--- src/rtl/logic_gate_unit_pkg.sv ---
// Shared opcode encoding and reference gate function for the logic gate unit.
// Imported by the pipeline stage, the top level and the bench.
package logic_gate_unit_pkg;

    localparam int LGU_OP_W  = 3;
    localparam int LGU_MAX_W = 64;

    typedef enum logic [LGU_OP_W-1:0] {
        LGU_AND  = 3'd0,
        LGU_OR   = 3'd1,
        LGU_NOT  = 3'd2,
        LGU_NAND = 3'd3,
        LGU_NOR  = 3'd4,
        LGU_XOR  = 3'd5,
        LGU_XNOR = 3'd6,
        LGU_BUF  = 3'd7
    } lgu_op_t;

    // Operands are zero-extended to LGU_MAX_W; callers slice the result
    function automatic logic [LGU_MAX_W-1:0] lgu_eval(
        input lgu_op_t              op,
        input logic [LGU_MAX_W-1:0] a,
        input logic [LGU_MAX_W-1:0] b
    );
        logic [LGU_MAX_W-1:0] r;
        r = '0;
        case (op)
            LGU_AND:  r = a & b;
            LGU_OR:   r = a | b;
            LGU_NOT:  r = ~a;
            LGU_NAND: r = ~(a & b);
            LGU_NOR:  r = ~(a | b);
            LGU_XOR:  r = a ^ b;
            LGU_XNOR: r = ~(a ^ b);
            LGU_BUF:  r = a;
            default:  r = '0;
        endcase
        return r;
    endfunction

endpackage

--- src/rtl/logic_gate_unit_stage.sv ---
// One valid/ready register stage with a parametrised payload.
// Accepts whenever empty or draining; in_ready is forced low during reset.
module lgu_pipe_stage
    import logic_gate_unit_pkg::*;
#(
    parameter int W = 8
) (
    input  logic         clk,
    input  logic         rst,
    input  logic         in_valid,
    output logic         in_ready,
    input  logic [W-1:0] in_data,
    output logic         out_valid,
    input  logic         out_ready,
    output logic [W-1:0] out_data
);

    logic         valid_q;
    logic         valid_d;
    logic [W-1:0] data_q;
    logic [W-1:0] data_d;

    always_comb begin
        in_ready = !rst && (!valid_q || out_ready);
        valid_d  = valid_q;
        data_d   = data_q;
        if (in_ready) begin
            valid_d = in_valid;
            if (in_valid) begin
                data_d = in_data;
            end
        end
    end

    always_ff @(posedge clk) begin
        if (rst) begin
            valid_q <= 1'b0;
            data_q  <= '0;
        end else begin
            valid_q <= valid_d;
            data_q  <= data_d;
        end
    end

    assign out_valid = valid_q;
    assign out_data  = data_q;

endmodule

--- src/rtl/logic_gate_unit.sv ---
// Two-stage pipelined WIDTH-bit bitwise logic unit with valid/ready on both sides.
// Define LOGIC_GATE_UNIT_REDUCE_EN to add registered reduction outputs.
module logic_gate_unit
    import logic_gate_unit_pkg::*;
#(
    parameter int WIDTH   = 8,
    parameter int COUNT_W = 16
) (
    input  logic               clk,
    input  logic               rst,
    input  logic               in_valid,
    output logic               in_ready,
    input  logic [2:0]         in_op,
    input  logic [WIDTH-1:0]   in_a,
    input  logic [WIDTH-1:0]   in_b,
    output logic               out_valid,
    input  logic               out_ready,
    output logic [WIDTH-1:0]   out_result,
    output logic [2:0]         out_op,
    output logic [COUNT_W-1:0] ops_done
`ifdef LOGIC_GATE_UNIT_REDUCE_EN
    ,
    output logic               out_red_and,
    output logic               out_red_or,
    output logic               out_red_xor
`endif
);

    localparam int S1_W = LGU_OP_W + 2 * WIDTH;
`ifdef LOGIC_GATE_UNIT_REDUCE_EN
    localparam int RED_W = 3;
`else
    localparam int RED_W = 0;
`endif
    localparam int S2_W = LGU_OP_W + WIDTH + RED_W;

    logic [S1_W-1:0]     s1_in;
    logic [S1_W-1:0]     s1_out;
    logic                s1_valid;
    logic                s2_ready;
    logic [LGU_OP_W-1:0] s1_op;
    logic [WIDTH-1:0]    s1_a;
    logic [WIDTH-1:0]    s1_b;
    logic [WIDTH-1:0]    res;
    logic [S2_W-1:0]     s2_in;
    logic [S2_W-1:0]     s2_out;

    assign s1_in = {in_op, in_a, in_b};

    lgu_pipe_stage #(.W(S1_W)) u_s1 (
        .clk       (clk),
        .rst       (rst),
        .in_valid  (in_valid),
        .in_ready  (in_ready),
        .in_data   (s1_in),
        .out_valid (s1_valid),
        .out_ready (s2_ready),
        .out_data  (s1_out)
    );

    assign {s1_op, s1_a, s1_b} = s1_out;

    always_comb begin
        res = '0;
        case (lgu_op_t'(s1_op))
            LGU_AND:  res = s1_a & s1_b;
            LGU_OR:   res = s1_a | s1_b;
            LGU_NOT:  res = ~s1_a;
            LGU_NAND: res = ~(s1_a & s1_b);
            LGU_NOR:  res = ~(s1_a | s1_b);
            LGU_XOR:  res = s1_a ^ s1_b;
            LGU_XNOR: res = ~(s1_a ^ s1_b);
            LGU_BUF:  res = s1_a;
            default:  res = '0;
        endcase
    end

`ifdef LOGIC_GATE_UNIT_REDUCE_EN
    assign s2_in = {s1_op, res, &res, |res, ^res};
`else
    assign s2_in = {s1_op, res};
`endif

    lgu_pipe_stage #(.W(S2_W)) u_s2 (
        .clk       (clk),
        .rst       (rst),
        .in_valid  (s1_valid),
        .in_ready  (s2_ready),
        .in_data   (s2_in),
        .out_valid (out_valid),
        .out_ready (out_ready),
        .out_data  (s2_out)
    );

`ifdef LOGIC_GATE_UNIT_REDUCE_EN
    assign {out_op, out_result, out_red_and, out_red_or, out_red_xor} = s2_out;
`else
    assign {out_op, out_result} = s2_out;
`endif

    logic [COUNT_W-1:0] ops_q;
    logic [COUNT_W-1:0] ops_d;

    always_comb begin
        ops_d = ops_q;
        if (out_valid && out_ready) begin
            ops_d = ops_q + COUNT_W'(1);
        end
    end

    always_ff @(posedge clk) begin
        if (rst) begin
            ops_q <= '0;
        end else begin
            ops_q <= ops_d;
        end
    end

    assign ops_done = ops_q;

endmodule
--- config.mk ---
export PLATFORM = sky130hd
export DESIGN_NAME = logic_gate_unit
export DESIGN_NICKNAME = d
export VERILOG_FILES = /design/src/rtl/logic_gate_unit_pkg.sv /design/src/rtl/logic_gate_unit_stage.sv /design/src/rtl/logic_gate_unit.sv
export SDC_FILE = /design/constraint.sdc
export NUM_CORES = 1
export LEC_CHECK = 0
export BUFFER_PORTS_ARGS = -buffer_cell sky130_fd_sc_hd__buf_4
export CORE_ASPECT_RATIO = 0.75
export CORE_MARGIN = 2
export CORE_UTILIZATION = 40
export DETAILED_ROUTE_END_ITERATION = 8
export PLACE_DENSITY_LB_ADDON = 0.15
export SLEW_MARGIN = 30
export SYNTH_ARGS = -nofsm -noshare
export SYNTH_HDL_FRONTEND = slang
export SYNTH_SLANG_ARGS = --single-unit
--- constraint.sdc ---
create_clock -name clk -period 1.9 [get_ports clk]
set_clock_uncertainty 0.05 [all_clocks]
set_input_delay 0.38 -clock clk [delete_from_list [all_inputs] [get_ports clk]]
set_output_delay 0.38 -clock clk [all_outputs]
set_load 0.05 [all_outputs]
## Yosys cells after proc, flatten, opt, wreduce, memory -nomap -nowiden

Index checks and enable logic that the tools add are counted.

- Flip-flop bits (word level): 48
- Word-level logic and storage cells: 32

- $add $sub $neg: 1
- Equality and inequality tests: 7
- Mux-type cells: 1
- Bitwise operators: 7
- Reductions and logical operators: 11

Operator list:

| operator | number |
|---|---|
| $pmux W8 S8 | 1 |
| $not A8 Y8 | 4 |
| $add A16 B1 Y16 const B | 1 |
| $eq A3 B3 Y1 const B | 4 |
| $and A8 B8 Y8 | 1 |
| $or A8 B8 Y8 | 1 |
| $xor A8 B8 Y8 | 1 |
| $eq A3 B2 Y1 const B | 2 |
| $reduce_and A2 Y1 | 2 |
| $eq A3 B1 Y1 const B | 1 |
| $logic_and A1 B1 Y1 | 3 |
| $logic_not A1 Y1 | 3 |
| $logic_not A3 Y1 | 1 |
| $logic_or A1 B1 Y1 | 2 |

## Depth between registers and ports, before layout

Gate-level depths: netlist of the first run.

- Depth after elaboration: 6
- Depth in mapped cells: 6
- Mapped depth without buffers: 6

## By module

A second synthesis of the first run with hierarchy kept.

- Cells, all modules: 347
- Area total of the unflattened synthesis: 3052.9 µm²

Modules (own cells, without submodules):

| module | instances | cells an instance | area each (µm²) |
|---|---|---|---|
| logic_gate_unit | 1 | 206 | 1576.5 |
| lgu_pipe_stage (u_s1) | 1 | 88 | 922.1 |
| lgu_pipe_stage (u_s2) | 1 | 53 | 554.3 |

## Worst setup path before layout of the first run

OpenSTA, ideal clock, no wires.

- Path kind: register to output
- Start: reg u_s2.valid_q (netlist: u_s2.out_valid)
- End: out in_ready
- Arrival time: 1548 ps
- Data required time: 1470 ps
- Setup slack: -78 ps
- Stages on the path, launching flop included: 3
- Path buffers: 0
- Cell sequence: dfxtp_1 nor2b_1 a21oi_1

- Word-level cells in the longest chain between the ends: 5

RTL lines:

| element | line | text |
|---|---|---|
| from (decl) | logic_gate_unit_stage.sv:18 | `logic valid_q;` |
| from (signal assigned) | logic_gate_unit_stage.sv:40 | `valid_q <= valid_d;` |
| $logic_not A1 Y1 | logic_gate_unit_stage.sv:24 | `in_ready = !rst && (!valid_q \|\| out_ready);` |
| $logic_or A1 B1 Y1 | logic_gate_unit_stage.sv:24 |  |
| $logic_and A1 B1 Y1 | logic_gate_unit_stage.sv:24 |  |
| $logic_or A1 B1 Y1 | logic_gate_unit_stage.sv:24 |  |
| $logic_and A1 B1 Y1 | logic_gate_unit_stage.sv:24 |  |
| to (decl) | logic_gate_unit.sv:12 | `output logic in_ready,` |

No other way between the ends.

## Worst setup path in the final report of the first run

Ends and elaborated chain as after synthesis.

==> results of run 1 <==
worst min-delay path, cell delays in order:
cell	delay, ps
buf_4	80
nand2_1	40
o31ai_1	50
stage by stage:
step	setup slack (ps)	cell area [um^2]	hold slack, ps	util
after floorplan	53.9	2600	422	-
after global placement	238	3150	420	0.501
after detailed placement	188	3150	427	0.501
after CTS	56.7	3240	210	0.516
after global routing	7.90	3250	208	0.516
final	145	3250	218	0.516
cells by family after synthesis:
family,Yosys count
compound gates,77
flops,48
mux,8
fa+ha+maj,17
xor+xnor,10
buf+inv,50
simple gates,103
area by class of cell:
class | count | area (um^2)
Clock buffer | 7 | 96.3
Fill cell | 626 | 3040
Inverter | 29 | 109
Multi-Input combinational cell | 215 | 1450
Sequential cell | 48 | 962
Tap cell | 81 | 101
Timing Repair Buffer | 67 | 528
layout by cell type, fill, tap and decap left out, types with 2 or more instances in the layout:
master,synthesis,layout
a21oi_1,12,11
a221oi_1,12,12
and3_1,4,4
and4_1,3,3
buf_12,0,2
buf_4,0,65
clkbuf_8,0,7
dfxtp_1,48,47
ha_1,17,17
inv_1,29,29
mux2_2,7,7
nand2_1,36,36
nand3_1,7,7
nand3b_1,10,10
nand4_1,4,4
nor2_1,23,23
nor2b_1,2,2
nor3_1,4,4
o21ai_0,21,21
o31ai_1,26,26
or3_1,5,5
xnor2_1,4,4
xor2_1,6,6
power by group through the flow:
stage               sequential [W]  combinational (W)  clock, W
finish                     0.00109           0.000463  0.000656
global route               0.00110           0.000512  0.000726
CTS                        0.00109           0.000464  0.000682
detailed placement         0.00112           0.000462         0
global placement           0.00112           0.000455         0
floorplan                  0.00116           0.000262         0
state kept, by name, summed over array words and instances, names as in the netlist:
register        count
u_s1.out_data      19
ops_done           16
u_s2.out_data      11
u_s1.out_valid      1
u_s2.out_valid      1
path summary, 6_finish.rpt:
kind,slack [ps],depth (start not counted),end,start
worst max-delay path,150,4,in_ready,u_s2.out_valid
worst min-delay path,220,3,u_s1.out_data[17],in_op[1]
worst max register to register,160,6,u_s2.out_data[7],u_s1.out_data[15]
worst min register to register,440,2,ops_done[15],ops_done[15]
per-layer routing:
| metal | track usage | part of all wire | up-vias |
|---|---|---|---|
| met5 | 0 | 0 | - |
| met4 | 0.0469 | 0.0045 | 0 |
| met3 | 0.0409 | 0.043 | 2 |
| met2 | 0.273 | 0.44 | 40 |
| met1 | 0.247 | 0.52 | 1091 |
| li1 | - | - | 1206 |
==> metrics.txt, run 1 <==
Iter 0 DRT Violations 115; wire length per cell 13.4 um; area delta synth->final 24.9%; Net Sw Frac 0.288; Skew-Pair Late Insertion Delay 290 ps; post-synthesis instance total 313; status completed; TNS Setup 0 ps; top-level I/O count 52; Total Power 0.00221 W; Internal Power 0.00158 W; vias in the first global route 2072; Post-synth EDFFs 0; Finished Layout Cells 447; Clk pwr share 0.297; clk buf depth 2; Comb power frac 0.209; H-tree Lvls 2; register bit total from synthesis 48; Worst setup SP type flip-flop; DRC Markers 0; All-Layer GR Usage 0.176; Simple-Gate Fraction of Synth Area 0.200; GRT overflow 0; Post-CTS Setup Repair Bufs 0; WP data required 1470 ps; most frequent CP cell buf_4; initial antenna violation count 0; slowest CP cell dfxtp_2; xor/xnor share of the synthesized area 0.0337; die width 97.1 um; dpl cells 440; Avg Inst Size Synth 8.30 um^2; DIE HEIGHT 73.8 um; Power Density 682 mW/mm^2; number of buffers created by CTS 5; Static Leak 1.40 nW; Synth top area share 0.370; switching power 0.000637 W; Tmin final 1750 ps; largest family of logic cells by synthesized area compound AO/OA/AOI/OAI gates; Pins Over Slew Limit 0; synth cell count leaders dfxtp_1, nand2_1, inv_1; Synth Area in Adders 0.0818; Distinct cells, synth 34; Cell Area, Synth 0.00260 mm^2; Reg power frac 0.494; CP endpoint kind output port; FFs w/ async S/R, synth 0; Post-layout nets 406; Die Footprint 0.00716 mm^2; mux cell area share after synthesis 0.0342; post-synthesis compound-gate area fraction 0.201; Cell Chain, Critical Path nor2b_1 -> buf_4 -> a21oi_2 -> buf_4; cts repair resizes 0; largest cells by area after synthesis dfxtp_1, ha_1, o31ai_1; drt via density 5.23; initial core utilization 0.413; first-pass GRT wire length 10100 um; Worst VDD drop 0.271 mV; leading area contributor after synthesis dfxtp_1; CP max FO 7; CTS tree built; routed wire length 6000 um; First-pass DRT Iterations 4; Std-Cell Rows 25; hold buffers post-CTS 0; CTS clk-pin slew, worst paths 90 ps; Post-Synthesis Net Count 353; n_diodes 0; Min-Delay Path Class input pin to flip-flop; RSZ-0062 raised after global routing no; endpoints failing hold 0; antenna viol nets, final 0; final setup vio count 0; Slew HR 0.804; sequential area share after synthesis 0.370; CP Data Arrival Time 1320 ps; port buffer count 51; largest stage delay on the critical path 380 ps; Clock Sinks 48; Max Freq 570 MHz; largest net degree at the start of global routing 41; Root Driver clkbuf_8; count leader, synth dfxtp_1; core area 0.00629 mm^2; Worst Path Buf+Inv 2; HPWL Detailed 4370 um; period utilisation layout 0.924; Worst Max-Slew Pin Slew 294 ps; Primary FF master, synth dfxtp_1; final RePlAce weighted congestion 0.807; vias 2339; critical path's top delay family flip-flops; share of cells above drive strength 1 0.240; CP Class flip-flop to output port; Max Cap Violations 0; Ys Warns 0
Power figures use the tool's default switching activity.
==> run 2: changes to the inputs <==
Clock period 1.9 ns to 1.95 ns, I/O delays scaled along.
==> run 2 against run 1 <==
Net effect:
- via count is 1.6% lower
- critical path depth unchanged
- non-clock buffer count shrank 1
- sequential cell count unchanged
- global-route usage decreased by 0.12 points
- sequential share of layout area down 0.084 points
- count of clock-buffer cells in the layout is 1 lower
- register-to-register slack improved by 70 ps
- first-iteration DRC count shrank 6.1%
- critical endpoint unchanged
==> metrics.txt, run 2 (same netlist as run 1, synthesis figures left out) <==
status completed; Worst VDD drop 0.291 mV; antenna viol nets, final 0; placed cell areas 0.00314 mm^2; clk buf depth 2; most frequent CP cell buf_4; Root Driver clkbuf_8; slowest CP cell dfxtp_1; CTS clk-pin slew, worst paths 90 ps; Slew HR 0.789; Net Sw Frac 0.282; WP data required 1510 ps; Internal Power 0.00160 W; HPWL Detailed 4360 um; initial antenna violation count 0; fin worst setup slack 128 ps; Worst Max-Slew Pin Slew 316 ps; most common cell after layout, fill and taps aside buf_4; number of buffers created by CTS 5; DIE HEIGHT 73.8 um; Post-CTS Setup Repair Bufs 0; Reg power frac 0.479; vias 2301; Skew-Pair Late Insertion Delay 290 ps; Tmin final 1820 ps; Pins Over Slew Limit 0; Setup WS pre-CTS 259 ps; core area 0.00629 mm^2; Total Power 0.00223 W; Post-layout nets 405; Die Footprint 0.00716 mm^2; top-level I/O count 52; CP Data Arrival Time 1380 ps; Comb power frac 0.201; Worst setup SP type flip-flop; Min-Delay Path Class input pin to flip-flop; switching power 0.000629 W; Static Leak 1.40 nW; All-Layer GR Usage 0.175; share of cells above drive strength 1 0.238; final setup vio count 0; n_diodes 0; CP Class flip-flop to output port; First-pass DRT Iterations 4; hold buffers post-CTS 0; GRT overflow 0; area delta synth->final 25.1%; DRC Markers 0; wire length per cell 13.3 um; Std-Cell Rows 25; CP max FO 7; largest net degree at the start of global routing 41; Power Density 685 mW/mm^2; Max Freq 549 MHz; most frequent cells in the layout buf_4, dfxtp_1, nand2_1; largest stage delay on the critical path 430 ps; Clock Sinks 48; routed wire length 5970 um; Final Cell Area 0.00325 mm^2; TNS Setup 0 ps; Finished Layout Cells 447; period utilisation layout 0.935; port buffer count 51; max reg flops 19; final RePlAce weighted congestion 0.790; vias in the first global route 2054; die width 97.1 um; Cell Chain, Critical Path nor2b_2 -> buf_4 -> a21oi_2 -> buf_4; CTS tree built; dpl cells 439; Iter 0 DRT Violations 108; RSZ-0062 raised after global routing no; CP endpoint kind output port; first-pass GRT wire length 10000 um; initial core utilization 0.413; H-tree Lvls 2; Max Cap Violations 0; drt via density 5.15; Clk pwr share 0.320; endpoints failing hold 0
==> run 2: cell types whose count changed in the layout (fill, tap and decap cells not counted), sizes merged <==
cell,delta
bufinv,+1
clkbuf,-1
buf,-1
clkinv,+1
==> run 2: final timing paths <==
| path | start | end | slack (ps) | cells past startpoint |
|---|---|---|---|---|
| worst max-delay path | u_s2.out_valid | in_ready | 130 | 4 |
| worst min register to register | ops_done[15] | ops_done[15] | 440 | 2 |
| worst max register to register | u_s1.out_data[15] | u_s2.out_data[7] | 230 | 6 |
| worst min-delay path | in_op[1] | u_s1.out_data[17] | 230 | 3 |
==> run 2: power groups by stage <==
stage / registers (W) / logic (W) / clock network (W)
floorplan: 0.00113 / 0.000255 / 0
global placement: 0.00109 / 0.000442 / 0
detailed placement: 0.00109 / 0.000449 / 0
CTS: 0.00107 / 0.000451 / 0.000743
global route: 0.00107 / 0.000501 / 0.000785
finish: 0.00107 / 0.000448 / 0.000713
==> run 2: through the flow <==
stage	util	hold WS, ps
after floorplan	-	422
after global placement	0.500	422
after detailed placement	0.500	429
after CTS	0.517	219
after global routing	0.517	218
final	0.517	229
==> run 2: per-layer routing <==
metal | part of all wire | GRT usage
met5 | 0 | 0
met4 | 0.0067 | 0.0469
met3 | 0.050 | 0.0409
met2 | 0.42 | 0.255
met1 | 0.52 | 0.257
==> run 2: area by class of cell <==
class                   count  area (um^2)
clock buffers               6         72.6
repair buffers             66          520
fillers                   645         3040
well taps                  81          101
inverters                  29          109
multi-input cells         215         1450
clock inverters             2         35.0
flip-flops and latches     48          961
==> run 2: repair_timing <==
action,in CTS,in global routing
gates resized for setup,0,1
endpoints found under the setup margin,0,1
hold endpoints to repair,0,0
==> run 2: critical path, delay by kind of cell, from the launching register on <==
kind	cells	cell delay [ps]
DFF	1	430
buffers and inverters	2	370
and+or+nand+nor	1	230
AOI/OAI and AO/OA	1	60
